[config.mk]
export PLATFORM = sky130hd
export DESIGN_NAME = rotary_decoder
export DESIGN_NICKNAME = d
export VERILOG_FILES = /design/src/rtl/rotary_decoder.sv
export SDC_FILE = /design/constraint.sdc
export NUM_CORES = 1
export LEC_CHECK = 0
export BUFFER_PORTS_ARGS = -buffer_cell sky130_fd_sc_hd__buf_2
export CAP_MARGIN = 25
export CORE_MARGIN = 2
export CORE_UTILIZATION = 50
export CTS_CLUSTER_SIZE = 14
export DETAILED_ROUTE_END_ITERATION = 6
export MAX_ROUTING_LAYER = met4
export PLACE_DENSITY = 0.69
export SLEW_MARGIN = 20
export SYNTH_ARGS = -nofsm -noshare
export SYNTH_HDL_FRONTEND = slang
export SYNTH_SLANG_ARGS = --single-unit
[constraint.sdc]
create_clock -name clk -period 2.1 [get_ports clk]
set_input_delay 0.105 -clock clk [delete_from_list [all_inputs] [get_ports clk]]
set_output_delay 0.105 -clock clk [all_outputs]
set_load 0.005 [all_outputs]
[src/rtl/rotary_decoder.sv]
// Rotary encoder front end: synchronises and debounces the raw quadrature channels,
// then emits one pulse per detent with direction and a wrap-around position count.
module rotary_decoder #(
    parameter int DEBOUNCE_CYCLES = 16,
    parameter int CNT_W           = 5,
    parameter int POS_W           = 8
) (
    input  logic             clk,
    input  logic             reset,
    input  logic             rot_a,
    input  logic             rot_b,
    output logic             rotation_event,
    output logic             rotation_left,
    output logic [POS_W-1:0] position
);

    localparam logic [CNT_W-1:0] CNT_LAST = CNT_W'(DEBOUNCE_CYCLES - 1);

    logic             r_s1_a, r_s2_a, r_deb_a;
    logic             r_s1_b, r_s2_b, r_deb_b;
    logic [CNT_W-1:0] r_cnt_a, r_cnt_b;
    logic             r_q1, r_q1_d, r_q2;
    logic             r_event, r_left;
    logic [POS_W-1:0] r_pos;
    logic             w_q1_rise;

    assign w_q1_rise      = r_q1 & ~r_q1_d;
    assign rotation_event = r_event;
    assign rotation_left  = r_left;
    assign position       = r_pos;

    always_ff @(posedge clk) begin
        if (reset) begin
            r_s1_a  <= 1'b0;
            r_s2_a  <= 1'b0;
            r_deb_a <= 1'b0;
            r_cnt_a <= '0;
            r_s1_b  <= 1'b0;
            r_s2_b  <= 1'b0;
            r_deb_b <= 1'b0;
            r_cnt_b <= '0;
            r_q1    <= 1'b0;
            r_q1_d  <= 1'b0;
            r_q2    <= 1'b0;
            r_event <= 1'b0;
            r_left  <= 1'b0;
            r_pos   <= '0;
        end else begin
            r_s1_a <= rot_a;
            r_s2_a <= r_s1_a;
            r_s1_b <= rot_b;
            r_s2_b <= r_s1_b;

            // Any return to the debounced level restarts the stability count.
            if (r_s2_a != r_deb_a) begin
                if (r_cnt_a == CNT_LAST) begin
                    r_deb_a <= r_s2_a;
                    r_cnt_a <= '0;
                end else begin
                    r_cnt_a <= r_cnt_a + CNT_W'(1);
                end
            end else begin
                r_cnt_a <= '0;
            end

            if (r_s2_b != r_deb_b) begin
                if (r_cnt_b == CNT_LAST) begin
                    r_deb_b <= r_s2_b;
                    r_cnt_b <= '0;
                end else begin
                    r_cnt_b <= r_cnt_b + CNT_W'(1);
                end
            end else begin
                r_cnt_b <= '0;
            end

            // q1 marks the detent (both high), q2 remembers which channel led.
            if (r_deb_a && r_deb_b) begin
                r_q1 <= 1'b1;
            end else if (!r_deb_a && !r_deb_b) begin
                r_q1 <= 1'b0;
            end
            if (!r_deb_a && r_deb_b) begin
                r_q2 <= 1'b1;
            end else if (r_deb_a && !r_deb_b) begin
                r_q2 <= 1'b0;
            end

            r_q1_d  <= r_q1;
            r_event <= w_q1_rise;
            if (w_q1_rise) begin
                r_left <= r_q2;
                r_pos  <= r_q2 ? (r_pos - POS_W'(1)) : (r_pos + POS_W'(1));
            end
        end
    end

endmodule

==> results of run 1 <==
==> layout make-up <==
type                    count  area share
flip-flops and latches     29      0.3683
clock inverters             1     0.01905
multi-input cells         106      0.4730
repair buffers             16     0.05873
clock buffers               7     0.03492
inverters                   9     0.02143
well taps                  31     0.02460
==> per-stage QoR <==
step                      power [W]  worst slack [ps]  area [sq um]  utilization  std cells
after floorplan           0.0005805             290.9          1383            -        148
after global placement    0.0005858             314.9          1471       0.5477        189
after detailed placement  0.0005865             249.6          1471       0.5477        189
after CTS                  0.001069             203.0          1577       0.5869        199
after global routing       0.001090             93.40          1577       0.5869        199
final                      0.001055             193.1          1577       0.5869        199
==> worst max-delay path by stage <==
stage,start,to,slack (ps),cells after the start
finish,position[0],position[6],190,7
global route,r_q2,position[6],90,7
global placement,position[0],position[6],310,7
floorplan,r_q2,position[6],290,7
CTS,position[0],position[6],200,7
detailed placement,r_q2,position[6],250,7
==> registers in the layout (all words and copies together) (netlist names) <==
register        flops
position            8
r_cnt_a             5
r_cnt_b             5
r_deb_a             1
r_deb_b             1
r_q1                1
r_q1_d              1
r_q2                1
r_s1_a              1
r_s1_b              1
r_s2_a              1
r_s2_b              1
rotation_event      1
rotation_left       1
==> cells by family (layout without fill, tap and decap cells) <==
kind of cell    count (synthesis)  in the layout  share of synthesized area
compound gates                 23             23                     0.1195
xor+xnor                        7              7                    0.04434
fa+ha+maj                      13             13                     0.1231
buf+inv                        13             33                    0.04072
flops                          29             29                     0.4199
mux                             5              5                    0.03620
simple gates                   58             58                     0.2163
==> worst register-to-register path: stages, from the launching register on <==
cell and delay (ps):
dfxtp_1 430, inv_1 100, fa_1 470, nor2b_1 150
o21a_2 160, o21bai_2 70, a2111o_1 400, nand3_1 80
==> routing by layer <==
| layer | routed length (um) | track usage | vias up |
|---|---|---|---|
| met1 | 1140 | 0.2253 | 475 |
| li1 | - | - | 547 |
| met4 | 52 | 0.07143 | 0 |
| met5 | 0 | - | - |
| met3 | 118 | 0.06221 | 6 |
| met2 | 1058 | 0.2641 | 25 |
==> Yosys cell counts (all sizes together) (3+ instances only) <==
cell type	count
nand3	8
nand2	11
a21oi	8
xnor2	5
ha	12
inv	9
nor2	16
and3	3
nor2b	7
mux2i	5
dfxtp	29
==> where the power goes <==
group | switching, W | internal, W | leakage, nW
clock | 0.000195 | 0.000284 | 0.0455
combinational | 0.0000113 | 0.00000857 | 0.395
sequential | 0.00000216 | 0.000554 | 0.235
==> repair_timing <==
| item | in CTS | in global routing |
|---|---|---|
| hold endpoints to repair | 2 | 0 |
| resized for setup | 0 | 0 |
| hold buffers | 2 | 0 |
==> flow_metrics.py, run 1 <==
metrics = {
    "status": {
        "run_status": "complete, no violations",
    },
    "synth": {
        "synth_nets": 165,
        "synth.area.top_cells": "dfxtp_1 (42%), ha_1 (11%), nor2_1 (4.3%), mux2i_1 (3.6%), nor2b_1 (3.2%)",
        "seq_area_frac_synth": 0.4199,
        "synthFlopType": "dfxtp_1",
        "syn_inst": 148,
        "async_reset_ff_frac": 0,
        "yosysWarningCount": 0,
        "synth_cell_type_count": 41,
        "yosys.area.top_type_share": 0.4199,
        "syn_area_sq_mm": 0.001383,
        "syn_avg_cell_area_sq_um": 9.342,
        "ys_ff_latch": 29,
        "yosys.area.top_type": "dfxtp_1",
        "synth_edf_count": 0,
    },
    "timing": {
        "maxSlewHeadroom": 0.6687,
        "finalHoldViolCount": 0,
        "tightest_slew_ps": 496.9,
        "max_freq_mhz": 524.4,
        "hold-worst-slack_ps": 181.7,
        "fin_crit_sh": 0.9080,
        "setup_viol": 0,
        "finClkSkew_ps": 13.77,
        "finalMaxSlewViolations": 0,
        "rsz0062_at_grt": "false",
        "tns_ps": 0,
        "fin_crit_ps": 1907,
    },
    "worst_setup_path": {
        "crit_path_end_kind": "flip-flop",
        "critical_path_class": "reg2reg",
        "cp_slowest_cell": "fa_1",
        "rr_endpoint": "position[6]",
        "startpoint_type": "flip-flop",
        "worstPathCellList": "inv_1 > fa_1 > nor2b_1 > o21a_2 > o21bai_2 > a2111o_1 > nand3_1",
        "rrSetupSlack_ps": 190,
        "cp_top_family": "compound AO/OA/AOI/OAI gates",
        "r2r_start": "position[0]",
        "cp_num_buf_inv": 1,
        "cpPeakStageDelay_ps": 460,
        "crit_required_ps": 2380,
        "worst-r2r-cell-count": 7,
        "crit_fanout": 5,
        "worstPathArrival_ps": 2190,
    },
    "layout": {
        "syn2layout_area_growth_pct": 14.03,
        "final_common_cell": "dfxtp_1",
        "drive_gt1_frac": 0.1488,
        "nNetsFinal": 184,
        "num_antenna_cells": 0,
        "layout_common_cells": "dfxtp_1 (29), nor2_1 (16), buf_2 (13), ha_1 (12), nand2_1 (11)",
        "nFillCells": 240,
        "multi_input_area_sq_um": 745.7,
        "register_area_sq_um": 580.6,
    },
    "worst_hold_path": {
        "hold_end": "r_deb_a",
        "min_from": "reset",
        "holdPathStages": 2,
        "hold_path.class": "in2reg",
    },
    "route": {
        "drt-initial-drc-count": 46,
        "drc": 0,
        "drt_wl_total_um": 2369,
        "wl_per_cell_um": 11.90,
        "num_vias": 1053,
        "vias_per_cell": 5.291,
        "drt-pass1-iter-count": 4,
        "ant_nets": 0,
    },
    "clocking": {
        "h-tree-depth": 2,
        "clk_latency_ps": 330,
        "post-cts-setup-buffer-count": 0,
        "clock-sinks": 29,
        "clockBufferDepth": 2,
        "clk_transition_reported_paths_ps": 100,
        "cts_tree": "yes",
        "numCtsBuffers": 5,
        "clockRootBuffer": "clkbuf_4",
    },
    "grt": {
        "grt_usage": 0.1794,
        "first_global_vias": 994,
        "grt_start_max_net_pins": 24,
        "antenna_found_initial": 0,
        "grt-ovfl-total": 0,
        "grt_first_pass_wirelength_um": 4305,
    },
    "floorplanning": {
        "num_rows": 19,
        "io_pins": 14,
        "dieArea_sq_mm": 0.003202,
        "die_y_um": 56.59,
        "start_util": 0.5147,
        "die_w_um": 56.59,
        "core_region_area_sq_mm": 0.002686,
    },
    "power_and_ir_drop": {
        "leakagePower_nw": 0.6753,
        "ir_drop_uv": 521.0,
        "p_per_area_mw_per_mm2": 669.3,
    },
    "placed_design": {
        "dpl.hpwl_um": 1686,
        "io_buffers": 13,
        "gp_congestion": 0.8323,
    },
    "flow_run": {
        "drv_cap": 0,
    },
}
No activity file was read; power rests on OpenSTA's default activity.
==> run 2, diff against run 1 <==
Settings changed: ABC_AREA from default to 1.
==> run 2 against run 1 <==
Effect of this change:
- sequential share of layout area is 0.17 points lower
- first-iteration DRC count is 39% lower
- largest power group unchanged
- clock-buffer cell count stayed put
- flip-flop and latch count did not move
- setup slack better by 300 ps
- highest routed layer unchanged
==> flow_metrics.py, run 2 <==
metrics = {
    "clocking": {
        "clockRootBuffer": "clkbuf_4",
        "cts-resized-gates": 0,
        "clock-sinks": 29,
        "numCtsBuffers": 5,
        "clk_latency_ps": 320,
        "clk_transition_reported_paths_ps": 80,
        "cts_tree": "yes",
        "h-tree-depth": 2,
        "clockBufferDepth": 2,
    },
    "floorplanning": {
        "die_y_um": 57.32,
        "num_rows": 19,
        "core_region_area_sq_mm": 0.002734,
        "io_pins": 14,
        "die_w_um": 57.32,
        "dieArea_sq_mm": 0.003285,
        "start_util": 0.5199,
    },
    "synth": {
        "synth_edf_count": 0,
        "yosys.area.top_type_share": 0.4085,
        "synth.most_common_cell": "dfxtp_1",
        "syn_avg_cell_area_sq_um": 7.985,
        "synth_nets": 195,
        "seq_area_frac_synth": 0.4085,
        "syn_inst": 178,
        "netlist_top_cells_count": "dfxtp_1 (29), inv_1 (27), nor2_1 (26)",
        "synth.area.top_cells": "dfxtp_1 (41%), ha_1 (11%), inv_1 (7.1%), nor2_1 (6.9%), nand2_1 (6.1%)",
        "ys_ff_latch": 29,
        "synth_cell_type_count": 29,
        "synthFlopType": "dfxtp_1",
        "yosysWarningCount": 0,
        "syn_area_sq_mm": 0.001421,
        "async_reset_ff_frac": 0,
        "yosys.area.top_type": "dfxtp_1",
    },
    "layout": {
        "nNetsFinal": 215,
        "drive_gt1_frac": 0.1667,
        "num_antenna_cells": 0,
        "nFillCells": 252,
        "stdcell_count": 229,
        "register_area_sq_um": 580.6,
        "multi_input_area_sq_um": 704.4,
        "largest_reg_flops": 8,
        "syn2layout_area_growth_pct": 11.44,
        "layout_common_cells": "dfxtp_1 (29), inv_1 (27), nor2_1 (26), nand2_1 (23), a21oi_1 (15)",
        "final_common_cell": "dfxtp_1",
    },
    "route": {
        "drt_wl_total_um": 2277,
        "drc": 0,
        "drt-initial-drc-count": 28,
        "wl_per_cell_um": 9.943,
        "ant_nets": 0,
        "num_vias": 1143,
        "vias_per_cell": 4.991,
        "drt-pass1-iter-count": 4,
    },
    "placed_design": {
        "gp_congestion": 0.8084,
        "io_buffers": 13,
        "dpl.cell_count": 220,
        "dpl.hpwl_um": 1724,
    },
    "worst_setup_path": {
        "crit_fanout": 3,
        "crit_required_ps": 2320,
        "startpoint_type": "flip-flop",
        "crit_path_end_kind": "flip-flop",
        "critical_path_class": "reg2reg",
        "worstPathArrival_ps": 1830,
    },
    "power_and_ir_drop": {
        "leakagePower_nw": 0.7540,
        "ir_drop_uv": 460.6,
        "p_per_area_mw_per_mm2": 576.8,
    },
    "timing": {
        "maxSlewHeadroom": 0.7312,
        "fin_crit_sh": 0.7669,
        "setup_viol": 0,
        "tightest_slew_ps": 401.4,
        "finClkSkew_ps": 4.615,
        "tns_ps": 0,
        "finalHoldViolCount": 0,
        "rsz0062_at_grt": "false",
        "fin_crit_ps": 1611,
        "finalMaxSlewViolations": 0,
        "max_freq_mhz": 620.9,
    },
    "grt": {
        "grt_start_max_net_pins": 18,
        "grt_usage": 0.1645,
        "antenna_found_initial": 0,
        "first_global_vias": 1015,
        "grt-ovfl-total": 0,
        "grt_first_pass_wirelength_um": 3988,
    },
    "status": {
        "run_status": "complete, no violations",
    },
    "flow_run": {
        "drv_cap": 0,
    },
    "worst_hold_path": {
        "hold_path.class": "in2reg",
    },
}
-- run 2: cell count changes after synthesis, moves of 6 or more --
cell     delta
a21oi_1     +7
inv_1      +18
nand2_1    +12
nor2_1     +10
nor2b_1     -7
o21ai_1     +6
-- run 2: where the power goes --
part / internal, W / switching (W)
clock network: 0.000158 / 0.000179
logic: 0.00000812 / 0.0000119
registers: 0.000554 / 0.00000268
total: 0.000720 / 0.000194
-- run 2: worst paths after layout --
check	startpoint	endpoint	slack (ps)	depth (start not counted)
setup / recovery	position[0]	position[6]	490	10
hold / removal	reset	r_q1	100	2
setup reg to reg	position[0]	position[6]	490	10
hold reg to reg	r_s1_b	r_s2_b	410	2
-- run 2: per-layer routing --
| layer | track usage | vias to the layer above | routed length [um] |
|---|---|---|---|
| li1 | - | 605 | - |
| met1 | 0.1662 | 514 | 1006 |
| met3 | 0.07029 | 8 | 101 |
| met2 | 0.2693 | 16 | 1104 |
| met5 | - | - | 0 |
| met4 | 0.08638 | 0 | 64 |
-- run 2: repair_timing --
item / 4_1_cts / 5_1_grt
buffers inserted: 0 / 0
endpoints found under the setup margin: 0 / 0
endpoints found under the hold margin: 2 / 0
hold buffers: 2 / 0
-- run 2: worst max-delay path: stages, from the launching register on --
cell	delay (ps)
dfxtp_1	360
inv_1	90
fa_1	420
inv_1	80
nand2_1	60
nand2_1	150
nand3b_4	90
nand3_1	70
nand2_1	50
nor2_1	90
nor2_1	40
-- run 2: logic make-up (layout without fill, tap and decap cells) --
| family | count (synthesis) | after routing | share of synthesized area |
|---|---|---|---|
| and+or+nand+nor | 74 | 74 | 0.2588 |
| buffers and inverters | 33 | 53 | 0.09595 |
| DFF | 29 | 29 | 0.4085 |
| AOI/OAI and AO/OA | 28 | 28 | 0.1109 |
| adders and majority gates | 13 | 13 | 0.1197 |
| xor gates and xnor gates | 1 | 1 | 0.006163 |
-- run 2: per-stage QoR --
stage / total power, W / util / cell area, sq um / hold slack (ps) / worst slack [ps]
CTS: 0.0009299 / 0.5794 / 1584 / 87.72 / 489.0
global placement: 0.0005866 / 0.5519 / 1509 / 305.1 / 575.1
detailed placement: 0.0005875 / 0.5519 / 1509 / 314.7 / 508.6
finish: 0.0009137 / 0.5794 / 1584 / 95.33 / 489.5
floorplan: 0.0005833 / - / 1421 / 212.0 / 557.5
global route: 0.0009557 / 0.5794 / 1584 / 89.35 / 345.1
-- run 2: area by class of cell --
| cell class | instances | area share |
|---|---|---|
| well taps | 31 | 0.02449 |
| multi-input cells | 116 | 0.4447 |
| flip-flops and latches | 29 | 0.3665 |
| clock buffers | 7 | 0.03476 |
| inverters | 30 | 0.07109 |
| repair buffers | 16 | 0.05845 |
==> run 3, diff against run 2 <==
Settings changed: PLACE_DENSITY 0.69 to 0.72.
Clock period 2.1 ns to 1.3 ns, I/O delays scaled along.
==> run 3 against run 2 <==
Effect of this change:
- the flow now finishes with violations (negative setup slack)
- via count rose by 11%
- sequential share of layout area fell by 5.7 points
- critical path depth did not move
- flip-flop and latch count did not move
- highest routed layer unchanged
- clock power rose by 53%
- die area did not move
- fmax rose by 7.8%
- clock-buffer cell count fell by 1
==> flow_metrics.py, run 3 (same netlist as run 2, synthesis figures left out) <==
metrics = {
    "route": {
        "wl_met1_um": 1252,
        "drc": 0,
        "drt-pass1-iter-count": 4,
        "drt-initial-drc-count": 45,
        "num_vias": 1271,
        "drt_wl_total_um": 2901,
        "vias_per_cell": 5.084,
        "dr_wl_met3_um": 89,
        "maxUsedRoutingLayer": "met4",
        "wl_per_cell_um": 11.60,
        "wl_met2_um": 1487,
        "ant_nets": 0,
    },
    "timing": {
        "fin_crit_ps": 1494,
        "rsz0062_at_grt": "true",
        "finClkSkew_ps": 11.31,
        "tightest_slew_ps": 381.8,
        "max_freq_mhz": 669.2,
        "finalHoldViolCount": 0,
        "finalMaxSlewViolations": 0,
        "setup_viol": 13,
        "maxSlewHeadroom": 0.7449,
        "fin_crit_sh": 1.149,
        "timing.final.ws_setup_ps": -194.3,
    },
    "floorplanning": {
        "die_y_um": 57.32,
        "dieArea_sq_mm": 0.003285,
        "num_rows": 19,
        "start_util": 0.5199,
        "die_w_um": 57.32,
        "io_pins": 14,
        "core_region_area_sq_mm": 0.002734,
    },
    "grt": {
        "antenna_found_initial": 0,
        "grt_start_max_net_pins": 18,
        "first_global_vias": 1270,
        "grt_usage": 0.2003,
        "grt-ovfl-total": 0,
        "grt_first_pass_wirelength_um": 4912,
    },
    "layout": {
        "layout_common_cells": "inv_1 (24), nor2_1 (22), buf_4 (21), dfxtp_1 (21), nand2_1 (17)",
        "drive_gt1_frac": 0.4064,
        "nNetsFinal": 235,
        "stdcell_area_sq_mm": 0.001914,
        "syn2layout_area_growth_pct": 34.68,
        "largest_reg_flops": 8,
        "final_common_cell": "inv_1",
        "num_antenna_cells": 0,
    },
    "worst_setup_path": {
        "crit_required_ps": 1520,
        "crit_path_end_kind": "flip-flop",
        "worstPathCellList": "inv_4 > fa_2 > inv_2 > nand2_4 > nand2_4 > nand3b_4 > nand3_2 > nand2_1 > nor2_1 > nor2_1",
        "cpPeakStageDelay_ps": 420,
        "rrSetupSlack_ps": -190,
        "startpoint_type": "flip-flop",
        "critical_path_class": "reg2reg",
        "crit_fanout": 8,
        "worstPathArrival_ps": 1710,
        "cp_slowest_cell": "dfxtp_4",
    },
    "clocking": {
        "clockBufferDepth": 2,
        "clk_transition_reported_paths_ps": 100,
        "h-tree-depth": 2,
        "cts_tree": "yes",
        "clock-sinks": 29,
        "clockRootBuffer": "clkbuf_4",
        "numCtsBuffers": 5,
        "clk_latency_ps": 320,
    },
    "power_and_ir_drop": {
        "p_comb_frac": 0.028,
        "p_int_w": 0.001117,
        "switchingPower_w": 0.0003371,
        "leakagePower_nw": 0.9067,
        "switching_share": 0.2319,
        "p_per_area_mw_per_mm2": 759.6,
        "ir_drop_uv": 726.4,
        "power_frac_seq": 0.618,
        "total_power_w": 0.001454,
        "power.share.clock": 0.354,
    },
    "status": {
        "run_status": "complete, but fails checks",
        "violations": "negative setup slack",
    },
    "placed_design": {
        "placed_cell_area_sq_mm": 0.001634,
        "dpl.hpwl_um": 1958,
        "gp_congestion": 0.8177,
        "io_buffers": 13,
    },
    "flow_run": {
        "drv_cap": 0,
    },
    "worst_hold_path": {
        "hold_path.class": "in2reg",
    },
}
## run 3: cell types whose count changed in the layout (fill, tap and decap cells not counted), sizes merged
cell	previous run	this run
buf	14	34
clkbuf	7	6
clkinv	0	2
## run 3: layer usage
layer | global-route usage | vias up
li1 | - | 651
met1 | 0.1997 | 591
met2 | 0.3481 | 22
met3 | 0.04762 | 7
met4 | 0.1262 | 0
met5 | - | -
## run 3: final timing paths
check	cells past startpoint	to	from
min reg2reg	2	r_s2_b	r_s1_b
min	2	r_s2_b	reset
max	10	position[6]	r_q2
max reg2reg	10	position[6]	r_q2
## run 3: critical path: cells and delay by family (launching register included)
family | cells | cell delay (ps)
adders and majority gates | 1 | 360
buffers and inverters | 2 | 140
DFF | 1 | 420
and+or+nand+nor | 7 | 480
## run 3: what timing repair did
action	in CTS	in global routing
setup endpoints to repair	15	17
gates resized for setup	18	15
buffers inserted	5	3
pin swaps	6	10
endpoints found under the hold margin	2	0
gates cloned	0	0
hold buffers	2	0
## run 3: cell type report
cell class	instances	area, sq um
timing repair buffer	36	242.7
fill	204	819.5
sequential	29	593.1
multi-input combinational	116	873.3
inverter	30	115.1
clock inverter	2	10.01
tap	31	38.79
clock buffer	6	41.29
## run 3: power by group through the flow
stage	logic, W	registers, W	clock network [W]
6_report	0.0000404	0.000899	0.000514
5_1_grt	0.0000460	0.000900	0.000586
4_1_cts	0.0000377	0.000898	0.000534
3_5_place_dp	0.0000327	0.000918	0
3_3_place_gp	0.0000317	0.000918	0
2_1_floorplan	0.0000229	0.000918	0
## run 3: stage by stage
stage	setup TNS (ps)	cells	utilization	setup WS [ps]	hold slack (ps)
floorplan	-142.2	178	-	-57.92	172.0
global placement	-453.5	233	0.5977	-98.40	267.5
detailed placement	-1083	233	0.5977	-170.6	272.6
CTS	-636.9	248	0.6673	-140.3	41.10
global route	-2107	250	0.7002	-263.1	46.13
finish	-830.6	250	0.7002	-194.3	46.88
